### config.mk
export PLATFORM = sky130hd
export DESIGN_NAME = mips_muldiv_unit_flat
export DESIGN_NICKNAME = d
export VERILOG_FILES = /design/src/rtl/mips_muldiv_unit_if.sv /design/src/rtl/mips_muldiv_unit.sv /design/src/flat_wrapper.sv
export SDC_FILE = /design/constraint.sdc
export NUM_CORES = 1
export LEC_CHECK = 0
export ABC_CLOCK_PERIOD_IN_PS = 8900
export CAP_MARGIN = 20
export CORE_MARGIN = 2
export CORE_UTILIZATION = 55
export DETAILED_ROUTE_END_ITERATION = 7
export DONT_BUFFER_PORTS = 1
export PLACE_DENSITY = 0.7
export SLEW_MARGIN = 30
export SYNTH_ARGS = -nofsm -noshare
export SYNTH_HDL_FRONTEND = slang
export SYNTH_SLANG_ARGS = --single-unit
### constraint.sdc
create_clock -name clk1 -period 8.9 [get_ports clk1]
set_clock_uncertainty 0.05 [all_clocks]
set_input_delay 0.89 -clock clk1 [delete_from_list [all_inputs] [get_ports clk1]]
set_output_delay 0.89 -clock clk1 [all_outputs]
set_load 0.005 [all_outputs]
### src/rtl/mips_muldiv_unit_if.sv
// Start/busy/done handshake and result bus between the EX stage and mips_muldiv_unit.
// The master (pipeline) drives the request; the slave (unit) drives status and results.
interface mips_muldiv_unit_if #(
    parameter int unsigned WIDTH = 32
);
    logic             start;
    logic [1:0]       op;
    logic [WIDTH-1:0] a;
    logic [WIDTH-1:0] b;
    logic             busy;
    logic             done;
    logic [WIDTH-1:0] lo;
    logic [WIDTH-1:0] hi;
    logic             div_by_zero;

    modport master (
        output start, op, a, b,
        input  busy, done, lo, hi, div_by_zero
    );

    modport slave (
        input  start, op, a, b,
        output busy, done, lo, hi, div_by_zero
    );
endinterface

### src/rtl/mips_muldiv_unit.sv
// Iterative shift-add multiplier / restoring divider producing HI/LO for the MIPS32 EX stage.
// Optional MULDIV_EARLY_EXIT_EN: multiplies leave RUN once the remaining multiplier bits are zero.
module mips_muldiv_unit #(
    parameter int unsigned WIDTH = 32,
    parameter int unsigned CNT_W = 6
) (
    input logic               clk1,
    input logic               rst,
    mips_muldiv_unit_if.slave bus
);

    typedef enum logic [1:0] {StIdle, StRun, StFix, StDone} state_e;

    state_e             state_q;
    logic               div_q;
    logic               sa_q;
    logic               sb_q;
    logic               dz_q;
    logic [CNT_W-1:0]   cnt_q;
    logic [WIDTH-1:0]   opa_q;   // |a|: multiplicand, or dividend shifting into quotient
    logic [WIDTH-1:0]   opb_q;   // |b|: multiplier (shifts right), or divisor
    logic [2*WIDTH-1:0] acc_q;   // product accumulator, then final {hi, lo}
    logic [WIDTH:0]     rem_q;

    logic               busy_q;
    logic               done_q;
    logic               dbz_q;
    logic [WIDTH-1:0]   lo_q;
    logic [WIDTH-1:0]   hi_q;

    logic [WIDTH:0]     mul_sum;
    logic [WIDTH+1:0]   div_shift;
    logic [WIDTH+1:0]   div_diff;
    logic               early_exit;
    logic               run_last;
    logic [2*WIDTH-1:0] prod_aligned;
    logic               start_dz;

    always_comb begin
        mul_sum   = {1'b0, acc_q[2*WIDTH-1:WIDTH]} + (opb_q[0] ? {1'b0, opa_q} : '0);
        div_shift = {rem_q, opa_q[WIDTH-1]};
        div_diff  = div_shift - {2'b00, opb_q};
        start_dz  = bus.op[1] && (bus.b == '0);
`ifdef MULDIV_EARLY_EXIT_EN
        early_exit   = ~div_q && (opb_q[WIDTH-1:1] == '0);
        // Each skipped iteration is one missing right shift of the accumulator.
        prod_aligned = acc_q >> (CNT_W'(WIDTH) - cnt_q);
`else
        early_exit   = 1'b0;
        prod_aligned = acc_q;
`endif
        run_last = (cnt_q == CNT_W'(WIDTH - 1)) || early_exit;
    end

    always_ff @(posedge clk1 or posedge rst) begin
        if (rst) begin
            state_q <= StIdle;
            div_q   <= 1'b0;
            sa_q    <= 1'b0;
            sb_q    <= 1'b0;
            dz_q    <= 1'b0;
            cnt_q   <= '0;
            opa_q   <= '0;
            opb_q   <= '0;
            acc_q   <= '0;
            rem_q   <= '0;
            busy_q  <= 1'b0;
            done_q  <= 1'b0;
            dbz_q   <= 1'b0;
            lo_q    <= '0;
            hi_q    <= '0;
        end else begin
            done_q <= 1'b0;
            unique case (state_q)
                StIdle: begin
                    if (bus.start) begin
                        div_q   <= bus.op[1];
                        sa_q    <= bus.op[0] & bus.a[WIDTH-1];
                        sb_q    <= bus.op[0] & bus.b[WIDTH-1];
                        opa_q   <= (bus.op[0] & bus.a[WIDTH-1]) ? -bus.a : bus.a;
                        opb_q   <= (bus.op[0] & bus.b[WIDTH-1]) ? -bus.b : bus.b;
                        dz_q    <= start_dz;
                        cnt_q   <= '0;
                        acc_q   <= '0;
                        rem_q   <= '0;
                        busy_q  <= 1'b1;
                        dbz_q   <= 1'b0;
                        state_q <= start_dz ? StFix : StRun;
                    end
                end
                StRun: begin
                    cnt_q <= cnt_q + CNT_W'(1);
                    if (div_q) begin
                        opa_q <= {opa_q[WIDTH-2:0], ~div_diff[WIDTH+1]};
                        rem_q <= div_diff[WIDTH+1] ? div_shift[WIDTH:0] : div_diff[WIDTH:0];
                    end else begin
                        acc_q <= {mul_sum, acc_q[WIDTH-1:1]};
                        opb_q <= opb_q >> 1;
                    end
                    if (run_last) begin
                        state_q <= StFix;
                    end
                end
                StFix: begin
                    if (div_q && dz_q) begin
                        // Negating |a| recovers the original dividend bits.
                        acc_q <= {(sa_q ? -opa_q : opa_q), {WIDTH{1'b1}}};
                    end else if (div_q) begin
                        acc_q <= {(sa_q ? -rem_q[WIDTH-1:0] : rem_q[WIDTH-1:0]),
                                  ((sa_q ^ sb_q) ? -opa_q : opa_q)};
                    end else begin
                        acc_q <= (sa_q ^ sb_q) ? -prod_aligned : prod_aligned;
                    end
                    state_q <= StDone;
                end
                StDone: begin
                    lo_q    <= acc_q[WIDTH-1:0];
                    hi_q    <= acc_q[2*WIDTH-1:WIDTH];
                    dbz_q   <= dz_q;
                    done_q  <= 1'b1;
                    busy_q  <= 1'b0;
                    state_q <= StIdle;
                end
                default: state_q <= StIdle;
            endcase
        end
    end

    assign bus.busy        = busy_q;
    assign bus.done        = done_q;
    assign bus.div_by_zero = dbz_q;
    assign bus.lo          = lo_q;
    assign bus.hi          = hi_q;

endmodule

### src/flat_wrapper.sv
// flat-port wrapper written by rule: the top's interface ports become plain ports
module mips_muldiv_unit_flat 
#(
    parameter int unsigned WIDTH = 32,
    parameter int unsigned CNT_W = 6
)
  (clk1, rst, bus_start, bus_op, bus_a, bus_b, bus_busy, bus_done, bus_lo, bus_hi, bus_div_by_zero);
  mips_muldiv_unit_if #(.WIDTH(WIDTH)) bus_i ();
  input logic clk1;
  input logic rst;
  input wire logic [$bits(bus_i.start)-1:0] bus_start;
  input wire logic [$bits(bus_i.op)-1:0] bus_op;
  input wire logic [$bits(bus_i.a)-1:0] bus_a;
  input wire logic [$bits(bus_i.b)-1:0] bus_b;
  output wire logic [$bits(bus_i.busy)-1:0] bus_busy;
  output wire logic [$bits(bus_i.done)-1:0] bus_done;
  output wire logic [$bits(bus_i.lo)-1:0] bus_lo;
  output wire logic [$bits(bus_i.hi)-1:0] bus_hi;
  output wire logic [$bits(bus_i.div_by_zero)-1:0] bus_div_by_zero;
  assign bus_i.start = bus_start;
  assign bus_i.op = bus_op;
  assign bus_i.a = bus_a;
  assign bus_i.b = bus_b;
  assign bus_busy = bus_i.busy;
  assign bus_done = bus_i.done;
  assign bus_lo = bus_i.lo;
  assign bus_hi = bus_i.hi;
  assign bus_div_by_zero = bus_i.div_by_zero;
  mips_muldiv_unit #(.WIDTH(WIDTH), .CNT_W(CNT_W)) u_core (.clk1(clk1), .rst(rst), .bus(bus_i));
endmodule
==> reports/metrics.cfg, run 1 <==
[timing]
worst_pin_slew_ps=905
setup_viol=0
fin_crit_sh=0.473
maxSlewViolCount=0
rsz0062_at_grt=no
final.setup.tns_ps=0
worst_slack_ps=4690
max_freq_ghz=0.237
hold_slack_ps=138
slew_headroom=0.397
fin_crit_ps=4210
hold_viol_final=0

[place]
io_buffers=0
globalplace.congestion=1.05
place_ws_ps=4860
dpl.hpwl_um=42300

[yosys]
ys_seq_area_frac=0.316
synth_edf_count=0
synth_area_sq_um=19000
synth_top_area_share=0.316
synth_warnings=0
synth.largest_area_cell=dfrtp_1
syn_inst=2366
ys_seq_elements=240
async_flop_share=1.00
synth.area.top_cells=dfrtp_1 32%, o21ai_0 6.9%, xnor2_1 5.9%
synth_nets=2512
ys_types=77
synth_area_per_cell_sq_um=8.03
synthFlopType=dfrtp_1

[route]
drt_first_pass_iters=6
drt-total-wl_um=57300
vias=17300
drc=0
wire_per_inst_um=21.0
drtIter0Drc=1768
routed_via_density=6.34
final_antenna_net_count=0

[finish]
drive_above_1_share=0.0743
final_net_count=2403
area_growth_pct=5.81
antennaDiodeCount=0

[critical_path]
critPathTopFamily=compound AO/OA/AOI/OAI gates
crit_path_max_incr_delay_ps=420
crit_buf_inv=2
crit_type=reg -> reg
critPathArrivalTime_ps=4560
path_common_cell=o21ai_0
crit_path_end_kind=flop
cp_max_fo=31
start_kind=flop
cpMaxStageDelayCell=a211oi_1
crit_chain=buf_4, and2_1, ha_1, inv_1, fa_1, nor2b_1, o31ai_1, a211oi_1, a2bb2oi_1, o21ai_0, o22ai_1, a41o_1, nor2_1, a221oi_1, o21ai_0
critical_path_required_ps=9250

[floorplanning]
rows=68
die_h_um=190
initial_core_util=0.554
core_area_sq_um=34300
dieWidth_um=190
dieArea_sq_um=36100
pin_count=136

[run]
cap_viol_max_count=0

[cts]
cts_hold_buffers=0
path_clk_slew_ps=60
clk_path_buf_depth=3
postCtsSetupBuffers=0
cts_tree=done
htree_num_levels=1
cts_resized=0
worstSkewPairLatency_ps=550
cts-buffers-inserted=27
cts.sinks=240
root_buffer=clkbuf_16

[grt]
grt_usage=0.315
grt-ovfl-total=0
grt_pass1_vias=16500
antenna_found_initial=0
grt_pass1_wl_um=91000
grt_start_max_net_pins=125

[run_status]
outcome=completed

[hold_path]
hold_path.class=in -> async

cell usage after synthesis, drive strengths merged (5+ instances only):
master	n
nor2b	16
nand4	10
o311ai	6
mux2i	25
a211oi	20
nor2	181
dfrtp	240
o211ai	17
a221o	7
nor4b	5
a22oi	7
buf	21
or4	18
nand2b	26
ha	75
nand3	39
o21bai	9
nand2	271
nand3b	6
a21o	35
inv	75
o21a	9
and3	14
a221oi	14
o21ai	263
and2	43
a2bb2oi	9
o41ai	9
o22ai	16
a22o	7
clkbuf	140
or3	31
xnor2	129
a31oi	14
mux2	68
nor4	29
xor2	100
o221ai	9
o31ai	44
nor3	47
a21oi	217
per-stage QoR:
| step | std cells | area [sq um] | util |
|---|---|---|---|
| final | 2730 | 20100 | 0.586 |
| after global routing | 2730 | 20100 | 0.586 |
| after CTS | 2729 | 20100 | 0.585 |
| after detailed placement | 2682 | 19200 | 0.560 |
| after global placement | 2682 | 19200 | 0.560 |
| after floorplan | 2366 | 19000 | - |
area by class of cell:
class | instances | area (sq um)
timing repair buffer | 23 | 193
fill | 3062 | 14200
tap | 455 | 569
sequential | 240 | 6010
clock inverter | 12 | 121
inverter | 75 | 289
clock buffer | 35 | 756
multi-input combinational | 1890 | 12200
kinds of logic after synthesis:
| logic type | count (synthesis) | share of synthesized area |
|---|---|---|
| compound gates | 741 | 0.235 |
| mux | 93 | 0.0535 |
| xor+xnor | 229 | 0.106 |
| fa+ha+maj | 77 | 0.0515 |
| simple gates | 750 | 0.190 |
| flops | 240 | 0.316 |
| buf+inv | 236 | 0.0479 |
registers in the layout (all words and copies together) (netlist names):
| signal | count |
|---|---|
| u_core.acc_q | 64 |
| u_core.bus.busy | 1 |
| u_core.bus.div_by_zero | 1 |
| u_core.bus.done | 1 |
| u_core.bus.hi | 32 |
| u_core.bus.lo | 32 |
| u_core.cnt_q | 6 |
| u_core.div_q | 1 |
| u_core.dz_q | 1 |
| u_core.opa_q | 32 |
| u_core.opb_q | 32 |
| u_core.rem_q | 33 |
| u_core.sa_q | 1 |
| u_core.sb_q | 1 |
| u_core.state_q | 2 |
final timing paths:
kind / from / end / slack, ps / cells after the start
min: rst / u_core.opa_q[17] / 140 / 1
max: u_core.opb_q[0] / u_core.acc_q[61] / 4690 / 15
max in group asynchronous: rst / u_core.acc_q[56] / 7440 / 2
min reg2reg: u_core.opb_q[9] / u_core.opb_q[9] / 460 / 2
min in group clk1: bus_b[31] / u_core.opb_q[31] / 430 / 2
max reg2reg: u_core.opb_q[0] / u_core.acc_q[61] / 4690 / 15
cells in the final DEF (no fill, tap or decap), types with 26 or more instances in the layout:
cell / n
inv_1: 74
or3_1: 31
xnor2_1: 129
o31ai_1: 44
nand2_1: 271
mux2_2: 68
nand3_1: 38
clkbuf_16: 27
ha_1: 73
nand2b_1: 26
and2_1: 43
nor4_1: 27
o21ai_0: 261
a21oi_1: 217
xor2_1: 98
a21o_1: 35
nor3_1: 42
dfrtp_1: 239
nor2_1: 177
per-layer routing:
layer	vias to the layer above	global-route usage	wire length, um
li1	8231	-	-
met1	8131	0.439	24700
met2	776	0.477	24400
met3	164	0.0524	5260
met4	0	0.153	2980
met5	-	0	0
Power of run 1 is left out: the tool's default activity adds up to more than one toggle a clock period on the data nets, which glitch-free logic cannot reach.
==> inputs of run 2 (changes only) <==
--- a/config.mk
+++ b/config.mk
@@ -5,7 +5,7 @@
 export SDC_FILE = /design/constraint.sdc
 export NUM_CORES = 1
 export LEC_CHECK = 0
-export ABC_CLOCK_PERIOD_IN_PS = 8900
+export ABC_CLOCK_PERIOD_IN_PS = 4200
 export CAP_MARGIN = 20
 export CORE_MARGIN = 2
 export CORE_UTILIZATION = 55
==> constraint.sdc (replaced) <==
create_clock -name clk1 -period 4.2 [get_ports clk1]
set_clock_uncertainty 0.05 [all_clocks]
set_input_delay 0.42 -clock clk1 [delete_from_list [all_inputs] [get_ports clk1]]
set_output_delay 0.42 -clock clk1 [all_outputs]
set_load 0.005 [all_outputs]
==> run 2 against run 1 <==
Clock-buffer cell count grew 1; setup slack lost 4500 ps; global-route usage grew 1.6 points; via count grew 1.5%; fmax grew 5.4%; highest routed layer unchanged.
==> reports/metrics.cfg, run 2 (synthesized netlist as in run 1, its figures left out) <==
[place]
dpl_cell_area_sq_um=19500
globalplace.congestion=1.02
io_buffers=0
place_ws_ps=323
dpl.hpwl_um=45500

[floorplanning]
dieWidth_um=190
die_h_um=190
core_area_sq_um=34300
rows=68
pin_count=136
initial_core_util=0.554
dieArea_sq_um=36100

[cts]
postCtsSetupBuffers=0
path_clk_slew_ps=60
root_buffer=clkbuf_16
cts.sinks=240
worstSkewPairLatency_ps=560
clk_path_buf_depth=3
cts_resized=0
cts-buffers-inserted=27
cts_tree=done
htree_num_levels=1

[finish]
regArea_sq_um=6010
final_util=0.596
final_cell_mix=271 x nand2_1, 261 x o21ai_0, 239 x dfrtp_1
n_fill_cell=3061
final_common_cell=nand2_1
largest_reg_flops=64
regMostFlops=u_core.acc_q
area_growth_pct=7.47
drive_above_1_share=0.0869
top_regs=u_core.acc_q (64), u_core.rem_q (33)
design_area_sq_um=20400
antennaDiodeCount=0
multi_input_area_sq_um=12200
final_net_count=2440

[timing]
fin_crit_ps=4000
hold_viol_final=0
maxSlewViolCount=0
rsz0062_at_grt=no
fin_crit_sh=0.952
worst_slack_ps=203
max_freq_ghz=0.250
final.setup.tns_ps=0
slew_headroom=0.407
worst_pin_slew_ps=890
setup_viol=0

[critical_path]
cp_max_fo=5
critPathArrivalTime_ps=4360
crit_path_end_kind=flop
critical_path_required_ps=4560
start_kind=flop
crit_type=reg -> reg

[grt]
grt_start_max_net_pins=173
grt_pass1_wl_um=94200
grt-ovfl-total=0
grt_usage=0.332
grt_pass1_vias=16500
antenna_found_initial=2

[route]
route.met3.wl_um=4760
met1_length_um=26400
drtIter0Drc=1457
drc=0
vias=17600
drt_first_pass_iters=6
dr_wl_met2_um=26500
routed_via_density=6.34
wire_per_inst_um=21.7
drt-total-wl_um=60100
routed.top_layer=met4
final_antenna_net_count=0

[hold_path]
hold_path.class=in -> reg

[run]
cap_viol_max_count=0

[run_status]
outcome=completed

-- run 2: cell types whose count changed in the layout (fill, tap and decap cells not counted) --
cell,previous run,this run
buf_4,22,52
buf_12,0,5
clkbuf_1,3,6
dlygate4sd3_1,0,3
clkbuf_8,5,3
clkinv_2,6,4
clkinvlp_4,3,5
inv_6,0,2
buf_16,1,0
inv_8,1,0
nor2_1,177,178
nor2_4,2,1
-- run 2: path summary, 6_finish.rpt --
path | start | end | slack [ps] | depth (start not counted)
worst min register to register | u_core.opb_q[9] | u_core.opb_q[9] | 460 | 2
max in group asynchronous | rst | u_core.opa_q[15] | 3010 | 3
worst max-delay path | u_core.opb_q[0] | u_core.acc_q[61] | 200 | 14
worst min-delay path | bus_start | u_core.bus.busy | 40 | 2
worst max register to register | u_core.opb_q[0] | u_core.acc_q[61] | 200 | 14
min in group asynchronous | rst | u_core.bus.lo[10] | 500 | 3
-- run 2: layout make-up --
class | instances | area share
Clock buffer | 36 | 0.0362
Clock inverter | 13 | 0.00668
Inverter | 75 | 0.0140
Multi-Input combinational cell | 1890 | 0.596
Sequential cell | 240 | 0.294
Tap cell | 455 | 0.0279
Timing Repair Buffer | 60 | 0.0255
-- run 2: timing repair --
item                                    CTS  global route
endpoints found under the setup margin    0             0
hold endpoints to repair                152             0
hold buffers                              3             0
-- run 2: metrics by stage --
step | std cells | hold WS (ps)
after global routing | 2769 | 53.4
after global placement | 2717 | 438
after floorplan | 2366 | 419
final | 2769 | 39.7
after CTS | 2769 | 18.8
after detailed placement | 2717 | 448
-- run 2: critical path, stage by stage, from the launching register on --
cell	delay [ps]
dfrtp_1	500
and2_1	210
ha_1	200
inv_1	70
fa_1	390
nor2b_1	250
o31ai_1	170
a211oi_1	450
a2bb2oi_1	320
o21ai_0	240
o22ai_1	340
a41o_1	250
nor2_1	80
a221oi_1	260
o21ai_0	100
-- run 2: layer usage --
layer  vias to the layer above  global-route usage
met1                      8441               0.462
met3                       136              0.0646
met2                       677               0.510
met4                         0               0.127
li1                       8307                   -
met5                         -                   0
Power of run 2 is left out for the same reason.
